==> src/rtl/mem_stage_pkg.sv <==
// Shared encodings, payload structs and access-legality helper for the RISC-V memory stage.
package mem_stage_pkg;

  localparam int unsigned XLEN   = 32;
  localparam int unsigned ALEN   = 32;
  localparam int unsigned REG_AW = 5;
  localparam int unsigned BE_W   = XLEN / 8;

  localparam logic [1:0] RES_ALU = 2'b00;
  localparam logic [1:0] RES_MEM = 2'b01;
  localparam logic [1:0] RES_PC4 = 2'b10;

  localparam logic [2:0] F3_B  = 3'b000;
  localparam logic [2:0] F3_H  = 3'b001;
  localparam logic [2:0] F3_W  = 3'b010;
  localparam logic [2:0] F3_BU = 3'b100;
  localparam logic [2:0] F3_HU = 3'b101;

  localparam logic [1:0] SZ_B = 2'b00;
  localparam logic [1:0] SZ_H = 2'b01;
  localparam logic [1:0] SZ_W = 2'b10;

  localparam logic [0:0] ST_IDLE   = 1'b0;
  localparam logic [0:0] ST_ACCESS = 1'b1;

  typedef struct packed {
    logic              reg_write;
    logic              mem_write;
    logic [1:0]        res_src;
    logic [2:0]        funct3;
    logic [XLEN-1:0]   alu_result;
    logic [XLEN-1:0]   write_data;
    logic [REG_AW-1:0] rd;
    logic [ALEN-1:0]   pc_plus4;
  } ex_mem_t;

  typedef struct packed {
    logic              reg_write;
    logic [1:0]        res_src;
    logic [REG_AW-1:0] rd;
    logic [XLEN-1:0]   alu_result;
    logic [XLEN-1:0]   read_data;
    logic [ALEN-1:0]   pc_plus4;
    logic              misalign;
  } mem_wb_t;

  // True when funct3 is a valid size code for the direction and the address is naturally aligned.
  function automatic logic access_legal(input logic       is_store,
                                        input logic [2:0] funct3,
                                        input logic [1:0] addr_lo);
    logic code_ok;
    logic align_ok;
    if (is_store) begin
      code_ok = (funct3 == F3_B) || (funct3 == F3_H) || (funct3 == F3_W);
    end else begin
      code_ok = (funct3 == F3_B) || (funct3 == F3_H) || (funct3 == F3_W) ||
                (funct3 == F3_BU) || (funct3 == F3_HU);
    end
    case (funct3[1:0])
      SZ_H:    align_ok = ~addr_lo[0];
      SZ_W:    align_ok = (addr_lo == 2'b00);
      default: align_ok = 1'b1;
    endcase
    return code_ok & align_ok;
  endfunction

endpackage

==> src/rtl/mem_stage_if.sv <==
// Variable-latency req/ack data-memory port between the memory stage and data memory.
interface mem_stage_if #(
  parameter int unsigned DATA_WIDTH    = 32,
  parameter int unsigned ADDRESS_WIDTH = 32
) ();

  localparam int unsigned BE_WIDTH = DATA_WIDTH / 8;

  logic                     dmem_req;
  logic                     dmem_we;
  logic [ADDRESS_WIDTH-1:0] dmem_addr;
  logic [BE_WIDTH-1:0]      dmem_be;
  logic [DATA_WIDTH-1:0]    dmem_wdata;
  logic                     dmem_ack;
  logic [DATA_WIDTH-1:0]    dmem_rdata;

  modport master (
    output dmem_req,
    output dmem_we,
    output dmem_addr,
    output dmem_be,
    output dmem_wdata,
    input  dmem_ack,
    input  dmem_rdata
  );

  modport slave (
    input  dmem_req,
    input  dmem_we,
    input  dmem_addr,
    input  dmem_be,
    input  dmem_wdata,
    output dmem_ack,
    output dmem_rdata
  );

endinterface

==> src/rtl/mem_stage_lsu_align.sv <==
// Byte-lane steering for stores and lane extraction with sign/zero extension for loads.
module lsu_align
  import mem_stage_pkg::*;
(
  input  logic [2:0]      funct3,
  input  logic [1:0]      addr_lo,
  input  logic [XLEN-1:0] store_data,
  input  logic [XLEN-1:0] load_word,
  output logic [BE_W-1:0] be,
  output logic [XLEN-1:0] wdata,
  output logic [XLEN-1:0] load_data
);

  logic [7:0]  lane_byte;
  logic [15:0] lane_half;

  assign lane_byte = load_word[{addr_lo, 3'b000} +: 8];
  assign lane_half = addr_lo[1] ? load_word[31:16] : load_word[15:0];

  // funct3[2] selects zero extension (LBU/LHU); low bits give the access size.
  always_comb begin
    be        = '1;
    wdata     = store_data;
    load_data = load_word;
    case (funct3[1:0])
      SZ_B: begin
        be        = BE_W'(4'b0001 << addr_lo);
        wdata     = {4{store_data[7:0]}};
        load_data = funct3[2] ? {24'b0, lane_byte} : {{24{lane_byte[7]}}, lane_byte};
      end
      SZ_H: begin
        be        = addr_lo[1] ? 4'b1100 : 4'b0011;
        wdata     = {2{store_data[15:0]}};
        load_data = funct3[2] ? {16'b0, lane_half} : {{16{lane_half[15]}}, lane_half};
      end
      default: begin
        be        = '1;
        wdata     = store_data;
        load_data = load_word;
      end
    endcase
  end

endmodule

==> src/rtl/mem_stage.sv <==
// RISC-V memory stage: EX/MEM and MEM/WB registers around a req/ack data-memory access FSM.
module mem_stage
  import mem_stage_pkg::*;
#(
  parameter int unsigned DATA_WIDTH    = 32,
  parameter int unsigned ADDRESS_WIDTH = 32
) (
  input  logic                     clk,
  input  logic                     rst_n,
  input  logic                     reg_write_e,
  input  logic                     mem_write_e,
  input  logic [1:0]               res_src_e,
  input  logic [2:0]               funct3_e,
  input  logic [DATA_WIDTH-1:0]    alu_result_e,
  input  logic [DATA_WIDTH-1:0]    write_data_e,
  input  logic [4:0]               rd_e,
  input  logic [ADDRESS_WIDTH-1:0] pc_plus4_e,
  mem_stage_if.master              dmem,
  output logic                     busy_m,
  output logic                     reg_write_m,
  output logic [4:0]               rd_m,
  output logic [DATA_WIDTH-1:0]    alu_result_m,
  output logic                     reg_write_w,
  output logic [1:0]               res_src_w,
  output logic [4:0]               rd_w,
  output logic [DATA_WIDTH-1:0]    alu_result_w,
  output logic [DATA_WIDTH-1:0]    read_data_w,
  output logic [ADDRESS_WIDTH-1:0] pc_plus4_w,
  output logic                     misalign_w
);

  logic [0:0]      state_q;
  logic [0:0]      state_d;
  ex_mem_t         ex_mem_q;
  ex_mem_t         ex_mem_d;
  mem_wb_t         mem_wb_q;
  mem_wb_t         mem_wb_d;

  logic            legal_mem_e;
  logic            load_m;
  logic            store_m;
  logic            err_m;
  logic [BE_W-1:0] be_c;
  logic [XLEN-1:0] wdata_c;
  logic [XLEN-1:0] load_data_c;

  // A legal access entering M is what starts (or continues) a memory transaction.
  assign legal_mem_e = ((res_src_e == RES_MEM) | mem_write_e) &
                       access_legal(mem_write_e, funct3_e, alu_result_e[1:0]);

  assign load_m  = (ex_mem_q.res_src == RES_MEM);
  assign store_m = ex_mem_q.mem_write;
  assign err_m   = (load_m | store_m) &
                   ~access_legal(store_m, ex_mem_q.funct3, ex_mem_q.alu_result[1:0]);

  // Combinational from ack so a zero-wait memory never stalls the pipe.
  assign busy_m = (state_q == ST_ACCESS) & ~dmem.dmem_ack;

  always_ff @(posedge clk or negedge rst_n) begin
    if (!rst_n) begin
      state_q <= ST_IDLE;
    end else begin
      state_q <= state_d;
    end
  end

  always_comb begin
    state_d = state_q;
    case (state_q)
      ST_IDLE: begin
        if (legal_mem_e) state_d = ST_ACCESS;
      end
      ST_ACCESS: begin
        if (dmem.dmem_ack) state_d = legal_mem_e ? ST_ACCESS : ST_IDLE;
      end
      default: state_d = ST_IDLE;
    endcase
  end

  lsu_align u_lsu_align (
    .funct3     (ex_mem_q.funct3),
    .addr_lo    (ex_mem_q.alu_result[1:0]),
    .store_data (ex_mem_q.write_data),
    .load_word  (dmem.dmem_rdata),
    .be         (be_c),
    .wdata      (wdata_c),
    .load_data  (load_data_c)
  );

  // Request fields come straight from EX/MEM, which holds while the access is outstanding.
  assign dmem.dmem_req   = (state_q == ST_ACCESS);
  assign dmem.dmem_we    = store_m;
  assign dmem.dmem_addr  = ADDRESS_WIDTH'({ex_mem_q.alu_result[XLEN-1:2], 2'b00});
  assign dmem.dmem_be    = be_c;
  assign dmem.dmem_wdata = wdata_c;

  always_comb begin
    ex_mem_d = ex_mem_q;
    if (!busy_m) begin
      ex_mem_d.reg_write  = reg_write_e;
      ex_mem_d.mem_write  = mem_write_e;
      ex_mem_d.res_src    = res_src_e;
      ex_mem_d.funct3     = funct3_e;
      ex_mem_d.alu_result = XLEN'(alu_result_e);
      ex_mem_d.write_data = XLEN'(write_data_e);
      ex_mem_d.rd         = rd_e;
      ex_mem_d.pc_plus4   = ALEN'(pc_plus4_e);
    end
  end

  // A stall cycle pushes an all-zero bubble into W.
  always_comb begin
    mem_wb_d = '0;
    if (!busy_m) begin
      mem_wb_d.reg_write  = ex_mem_q.reg_write & ~err_m;
      mem_wb_d.res_src    = ex_mem_q.res_src;
      mem_wb_d.rd         = ex_mem_q.rd;
      mem_wb_d.alu_result = ex_mem_q.alu_result;
      mem_wb_d.read_data  = (load_m & ~err_m) ? load_data_c : '0;
      mem_wb_d.pc_plus4   = ex_mem_q.pc_plus4;
      mem_wb_d.misalign   = err_m;
    end
  end

  always_ff @(posedge clk or negedge rst_n) begin
    if (!rst_n) begin
      ex_mem_q <= '0;
      mem_wb_q <= '0;
    end else begin
      ex_mem_q <= ex_mem_d;
      mem_wb_q <= mem_wb_d;
    end
  end

  assign reg_write_m  = ex_mem_q.reg_write;
  assign rd_m         = ex_mem_q.rd;
  assign alu_result_m = DATA_WIDTH'(ex_mem_q.alu_result);

  assign reg_write_w  = mem_wb_q.reg_write;
  assign res_src_w    = mem_wb_q.res_src;
  assign rd_w         = mem_wb_q.rd;
  assign alu_result_w = DATA_WIDTH'(mem_wb_q.alu_result);
  assign read_data_w  = DATA_WIDTH'(mem_wb_q.read_data);
  assign pc_plus4_w   = ADDRESS_WIDTH'(mem_wb_q.pc_plus4);
  assign misalign_w   = mem_wb_q.misalign;

endmodule

==> src/flat_wrapper.sv <==
// flat-port wrapper written by rule: the top's interface ports become plain ports
module mem_stage_flat import mem_stage_pkg::*;
#(
  parameter int unsigned DATA_WIDTH    = 32,
  parameter int unsigned ADDRESS_WIDTH = 32
)
  (clk, rst_n, reg_write_e, mem_write_e, res_src_e, funct3_e, alu_result_e, write_data_e, rd_e, pc_plus4_e, busy_m, reg_write_m, rd_m, alu_result_m, reg_write_w, res_src_w, rd_w, alu_result_w, read_data_w, pc_plus4_w, misalign_w, dmem_dmem_req, dmem_dmem_we, dmem_dmem_addr, dmem_dmem_be, dmem_dmem_wdata, dmem_dmem_ack, dmem_dmem_rdata);
  mem_stage_if #(.DATA_WIDTH(DATA_WIDTH), .ADDRESS_WIDTH(ADDRESS_WIDTH)) dmem_i ();
  input  logic clk;
  input  logic rst_n;
  input  logic reg_write_e;
  input  logic mem_write_e;
  input  logic [1:0] res_src_e;
  input  logic [2:0] funct3_e;
  input  logic [DATA_WIDTH-1:0] alu_result_e;
  input  logic [DATA_WIDTH-1:0] write_data_e;
  input  logic [4:0] rd_e;
  input  logic [ADDRESS_WIDTH-1:0] pc_plus4_e;
  output logic busy_m;
  output logic reg_write_m;
  output logic [4:0] rd_m;
  output logic [DATA_WIDTH-1:0] alu_result_m;
  output logic reg_write_w;
  output logic [1:0] res_src_w;
  output logic [4:0] rd_w;
  output logic [DATA_WIDTH-1:0] alu_result_w;
  output logic [DATA_WIDTH-1:0] read_data_w;
  output logic [ADDRESS_WIDTH-1:0] pc_plus4_w;
  output logic misalign_w;
  output wire logic [$bits(dmem_i.dmem_req)-1:0] dmem_dmem_req;
  output wire logic [$bits(dmem_i.dmem_we)-1:0] dmem_dmem_we;
  output wire logic [$bits(dmem_i.dmem_addr)-1:0] dmem_dmem_addr;
  output wire logic [$bits(dmem_i.dmem_be)-1:0] dmem_dmem_be;
  output wire logic [$bits(dmem_i.dmem_wdata)-1:0] dmem_dmem_wdata;
  input wire logic [$bits(dmem_i.dmem_ack)-1:0] dmem_dmem_ack;
  input wire logic [$bits(dmem_i.dmem_rdata)-1:0] dmem_dmem_rdata;
  assign dmem_dmem_req = dmem_i.dmem_req;
  assign dmem_dmem_we = dmem_i.dmem_we;
  assign dmem_dmem_addr = dmem_i.dmem_addr;
  assign dmem_dmem_be = dmem_i.dmem_be;
  assign dmem_dmem_wdata = dmem_i.dmem_wdata;
  assign dmem_i.dmem_ack = dmem_dmem_ack;
  assign dmem_i.dmem_rdata = dmem_dmem_rdata;
  mem_stage #(.DATA_WIDTH(DATA_WIDTH), .ADDRESS_WIDTH(ADDRESS_WIDTH)) u_core (.clk(clk), .rst_n(rst_n), .reg_write_e(reg_write_e), .mem_write_e(mem_write_e), .res_src_e(res_src_e), .funct3_e(funct3_e), .alu_result_e(alu_result_e), .write_data_e(write_data_e), .rd_e(rd_e), .pc_plus4_e(pc_plus4_e), .dmem(dmem_i), .busy_m(busy_m), .reg_write_m(reg_write_m), .rd_m(rd_m), .alu_result_m(alu_result_m), .reg_write_w(reg_write_w), .res_src_w(res_src_w), .rd_w(rd_w), .alu_result_w(alu_result_w), .read_data_w(read_data_w), .pc_plus4_w(pc_plus4_w), .misalign_w(misalign_w));
endmodule
==> config.mk <==
export PLATFORM = sky130hd
export DESIGN_NAME = mem_stage_flat
export DESIGN_NICKNAME = d
export VERILOG_FILES = /design/src/rtl/mem_stage_pkg.sv /design/src/rtl/mem_stage_if.sv /design/src/rtl/mem_stage_lsu_align.sv /design/src/rtl/mem_stage.sv /design/src/flat_wrapper.sv
export SDC_FILE = /design/constraint.sdc
export NUM_CORES = 1
export LEC_CHECK = 0
export ABC_AREA = 0
export BUFFER_PORTS_ARGS = -buffer_cell sky130_fd_sc_hd__clkbuf_2
export CAP_MARGIN = 20
export CORE_MARGIN = 2
export CORE_UTILIZATION = 45
export DETAILED_ROUTE_END_ITERATION = 10
export GPL_ROUTABILITY_DRIVEN = 0
export PLACE_DENSITY_LB_ADDON = 0.12
export SYNTH_ARGS = -nofsm -noshare
export SYNTH_HDL_FRONTEND = slang
export SYNTH_SLANG_ARGS = --single-unit
==> constraint.sdc <==
create_clock -name clk -period 2.3 [get_ports clk]
set_input_delay 0.345 -clock clk [delete_from_list [all_inputs] [get_ports clk]]
set_output_delay 0.345 -clock clk [all_outputs]
set_load 0.05 [all_outputs]
==> flow_results.org <==
** Setup path
- The worst setup path is captured at a primary output.
- In this run the critical register-to-register path is launched from u_core.ex_mem_q[101]$_DFFE_PN0N_.
- Delay-heaviest family, CP :: buffers and inverters
- Among all stages on the critical path, the largest delay is contributed by sky130_fd_sc_hd__dfrtp_1.
- Endpoint arrival time on the critical path :: 1960 ps
- Critical Path Source :: u_core.ex_mem_q[101]$_DFFE_PN0N_
- Traced cell by cell, the critical path runs through buf_6, ha_4, buf_12, nor2_4, buf_8, nand2_2, nand2_2, buf_8.
- Crit path largest cell delay :: 400 ps
- Along the worst path, the maximum fanout reaches 7.
- For the worst setup path, the data required time is 1960 ps.
- Critical path type :: flop to primary output
- Number of buffers and inverters on the critical path :: 4
- The worst setup path is launched from a flop.

** Synth
- The netlist uses 35 different library cells.
- During synthesis, Yosys emitted a total of 0 warnings.
- Ranked by total cell area, the synthesized netlist is headed by sky130_fd_sc_hd__dfrtp_1, sky130_fd_sc_hd__nand2_1, sky130_fd_sc_hd__buf_4.
- The share of the Yosys chip area taken by registers is 0.596.
- Synthesis produced 916 cells.
- Total standard cell area after synthesis :: 8980 µm²
- sky130_fd_sc_hd__dfrtp_1 takes more of the synthesized area than any other cell.
- Register bit total from synthesis :: 214
- Averaged over all synthesized cells, the footprint is 9.80 µm².
- Of the post-synthesis cell area, the dominant cell type holds 0.596.

** Drt
- For this run, design rule violations remaining after detail routing come to 0.
- Met3 Routed Length :: 2.13 mm
- First drt pass iteration count :: 5
- DRC marker count from the first detailed-route iteration :: 402
- Wire length per cell :: 16.3 µm
- Per-cell via count in the routed design :: 4.74
- Total number of vias :: 7,061
- Number of nets with antenna violations after routing :: 0
- Summed over all layers, the routed wires come to 24.3 mm.
- DRT met1 WL :: 9.49 mm
- Routed signal wires occupy layers up through met4.
- Summed over all nets, wire length on met2 after detailed routing comes to 12.1 mm.

** Clock tree
- Clock root buffer :: sky130_fd_sc_hd__clkbuf_16
- TritonCTS clock tree :: done
- Total clock sinks :: 214
- Clock buffer depth :: 3
- The later pin in the worst-skew pair is clocked with a latency of 510 ps.
- Clock-pin slew was measured on the worst setup and hold paths at 60 ps.
- In this run the number of H-tree levels came out at 1.
- Number of buffers inserted during clock tree synthesis :: 24

** Power
- Across the VDD grid, the largest voltage drop is 0.000638 V.
- The share of total power dissipated in the clock network is 0.348.
- Of the total power, combinational logic draws 0.277.
- The analysis attributes to net switching a power of 3930 µW.
- Of the total power, the share spent switching nets is 0.342.
- For this design the static power due to leakage is 0.00644 µW.
- Power density relative to cell area :: 958 nW/µm²
- Portion of total power attributed to sequential cells :: 0.375
- Internal :: 7580 µW

** Floorplan
- The core region is 19,500 µm².
- Full die area :: 21,100 µm²
- Row count :: 51
- I/O Pins :: 357
- Horiz. Die Dim :: 145 µm
- In this run the vertical extent of the chip is 145 µm.
- Starting density of the core :: 0.460

** Worst hold path
- Start point of the worst hold path :: write_data_e[20]
- Path category of the worst min-delay check :: input port to flop

** Timing
- Across all hold checks on the routed design, the worst slack comes to 31.2 ps.
- Minimum clock period :: 2310 ps
- Unrepaired setup endpoints after global routing :: true
- FMAX :: 434 MHz
- Summed over all failing endpoints, the final setup total negative slack is -22.8 ps.
- Period utilization :: 1.00
- At the pin with the least slew margin, the transition time is 726 ps.
- Fin Clk Skew :: 13.5 ps
- Setup violations remaining at the end of the flow were counted as 5.
- Slew Viols, Final :: 0
- The hold violation total from the final report came to 0.
- Worst max-slew margin expressed relative to the limit :: 0.516
- After layout, the worst setup slack is -6.64 ps.

** Final layout
- Layout cell share with drive strength beyond 1 :: 0.400
- In the final layout, the multi-input gates occupy 2980 µm².
- Commonest cells after routing, fill and taps aside :: sky130_fd_sc_hd__clkbuf_2, sky130_fd_sc_hd__nand2_1, sky130_fd_sc_hd__dfrtp_1
- Synthesis-to-layout area growth :: 33.9%
- Commonest non-fill, non-tap cell in the layout :: sky130_fd_sc_hd__clkbuf_2
- Filler Cell Count :: 1,722
- The final layout contains 1,356 nets.
- Storage element area :: 5360 µm²

** Run status
- Violations in the final reports :: negative setup slack
- The run finished, with violations left.

** Global routing
- Largest net degree at the start of global routing :: 180
- The initial antenna violation count is 0.
- Number of global-route vias before repair :: 6,916
- The first global-routing pass estimated 38.2 mm of wire.
- The total overflow left after global routing is 0.
- GRT Util Overall :: 0.226

** Place
- Detailed placement finished with a half-perimeter wire length of 16.8 mm.
- Pre-CTS setup slack :: 64.4 ps
- Input and output buffers added on the ports amount to 354.

** Run
- The tool flagged a number of max-cap violations equal to 0.
## power groups by stage
stage | registers (µW) | clock network (µW) | logic, µW
after detailed placement | 4390 | 0 | 2950
after global routing | 4370 | 4270 | 3360
after global placement | 4380 | 0 | 2930
final | 4330 | 4010 | 3190
after CTS | 4320 | 4090 | 3110
after floorplan | 4970 | 0 | 1590
## Yosys cell counts
cell and instances:
sky130_fd_sc_hd__inv_1 8, sky130_fd_sc_hd__mux2_1 8, sky130_fd_sc_hd__clkinv_1 1, sky130_fd_sc_hd__o21bai_1 1, sky130_fd_sc_hd__nor3_4 1, sky130_fd_sc_hd__nor2_1 30, sky130_fd_sc_hd__nor3_2 15, sky130_fd_sc_hd__a222oi_1 7
sky130_fd_sc_hd__dfrtp_1 214, sky130_fd_sc_hd__nor3_1 4, sky130_fd_sc_hd__a22oi_1 18, sky130_fd_sc_hd__nand2b_1 3, sky130_fd_sc_hd__nand2_1 355, sky130_fd_sc_hd__buf_4 79, sky130_fd_sc_hd__o211a_1 1, sky130_fd_sc_hd__buf_2 6
sky130_fd_sc_hd__inv_2 2, sky130_fd_sc_hd__o21ai_2 1, sky130_fd_sc_hd__o2bb2ai_2 1, sky130_fd_sc_hd__nor2b_1 3, sky130_fd_sc_hd__o21ai_1 4, sky130_fd_sc_hd__o21ai_0 8, sky130_fd_sc_hd__a22o_1 8, sky130_fd_sc_hd__a2111oi_2 1
sky130_fd_sc_hd__conb_1 1, sky130_fd_sc_hd__or2_1 1, sky130_fd_sc_hd__clkbuf_1 36, sky130_fd_sc_hd__a21oi_1 15, sky130_fd_sc_hd__nor3b_1 2, sky130_fd_sc_hd__and2_1 69, sky130_fd_sc_hd__mux2i_1 2, sky130_fd_sc_hd__ha_1 6
sky130_fd_sc_hd__a21bo_2 1, sky130_fd_sc_hd__buf_1 1, sky130_fd_sc_hd__buf_6 3
## cell families after synthesis
| logic type | count (synthesis) | share of synthesized area |
|---|---|---|
| simple gates | 483 | 0.236 |
| compound gates | 66 | 0.0531 |
| mux | 10 | 0.0123 |
| flops | 214 | 0.596 |
| buf+inv | 136 | 0.0932 |
| fa+ha+maj | 6 | 0.00836 |
| other cells | 1 | 0.000418 |
## worst register-to-register path: stages, from the launching register on
cell	delay, ps
sky130_fd_sc_hd__dfrtp_1	400
sky130_fd_sc_hd__buf_6	130
sky130_fd_sc_hd__ha_4	160
sky130_fd_sc_hd__buf_12	140
sky130_fd_sc_hd__and2_1	260
sky130_fd_sc_hd__a21oi_1	550
sky130_fd_sc_hd__a22oi_1	130
sky130_fd_sc_hd__a21oi_1	200
## final cells by class
| type | instances | area share |
|---|---|---|
| Inverter | 11 | 0.00406 |
| Clock buffer | 38 | 0.0619 |
| Sequential cell | 214 | 0.445 |
| Tap cell | 265 | 0.0276 |
| Multi-Input combinational cell | 567 | 0.248 |
| Timing Repair Buffer | 389 | 0.205 |
| Clock inverter | 5 | 0.00832 |
| Antenna cell | 2 | 0.000416 |
## timing repair
item	CTS	global route
hold endpoints to repair	69	0
pin swaps	4	10
endpoints found under the setup margin	28	40
gates resized for setup	64	50
buffers inserted	6	5
gates cloned	1	1
hold buffers	1	0
## registers in the layout, summed over array words and instances, names as in the netlist
signal	count
u_core.ex_mem_q	69
u_core.read_data_w	32
u_core.res_src_w	2
u_core.dmem.dmem_req	1
u_core.rd_w	5
u_core.alu_result_w	32
u_core.misalign_w	1
u_core.dmem.dmem_we	1
u_core.pc_plus4_w	32
u_core.rd_m	5
u_core.reg_write_w	1
u_core.alu_result_m	32
u_core.reg_write_m	1
## final timing paths
kind	end	slack [ps]	cells past startpoint
worst max-delay path	dmem_dmem_wdata[29]	-7	8
min in group asynchronous	u_core.alu_result_w[8]$_DFF_PN0_	430	2
worst min register to register	u_core.ex_mem_q[7]$_DFFE_PN0N_	460	2
worst max register to register	u_core.read_data_w[11]$_DFF_PN0_	250	7
worst min-delay path	u_core.ex_mem_q[57]$_DFFE_PN0N_	30	3
max in group asynchronous	u_core.ex_mem_q[59]$_DFFE_PN0N_	1210	3
## metrics by stage
stage / util / power (µW) / instance area, µm² / instances
floorplan: - / 6550 / 8980 / 917
global placement: 0.546 / 7310 / 10700 / 1432
detailed placement: 0.546 / 7330 / 10700 / 1432
CTS: 0.605 / 11500 / 11800 / 1483
global route: 0.616 / 12000 / 12000 / 1489
finish: 0.616 / 11500 / 12000 / 1491
## metal layers
layer | track usage | vias up
met5 | 0 | -
met4 | 0.0564 | 0
met3 | 0.0569 | 41
met2 | 0.388 | 314
met1 | 0.288 | 3320
li1 | - | 3386
Power figures use the tool's default switching activity.
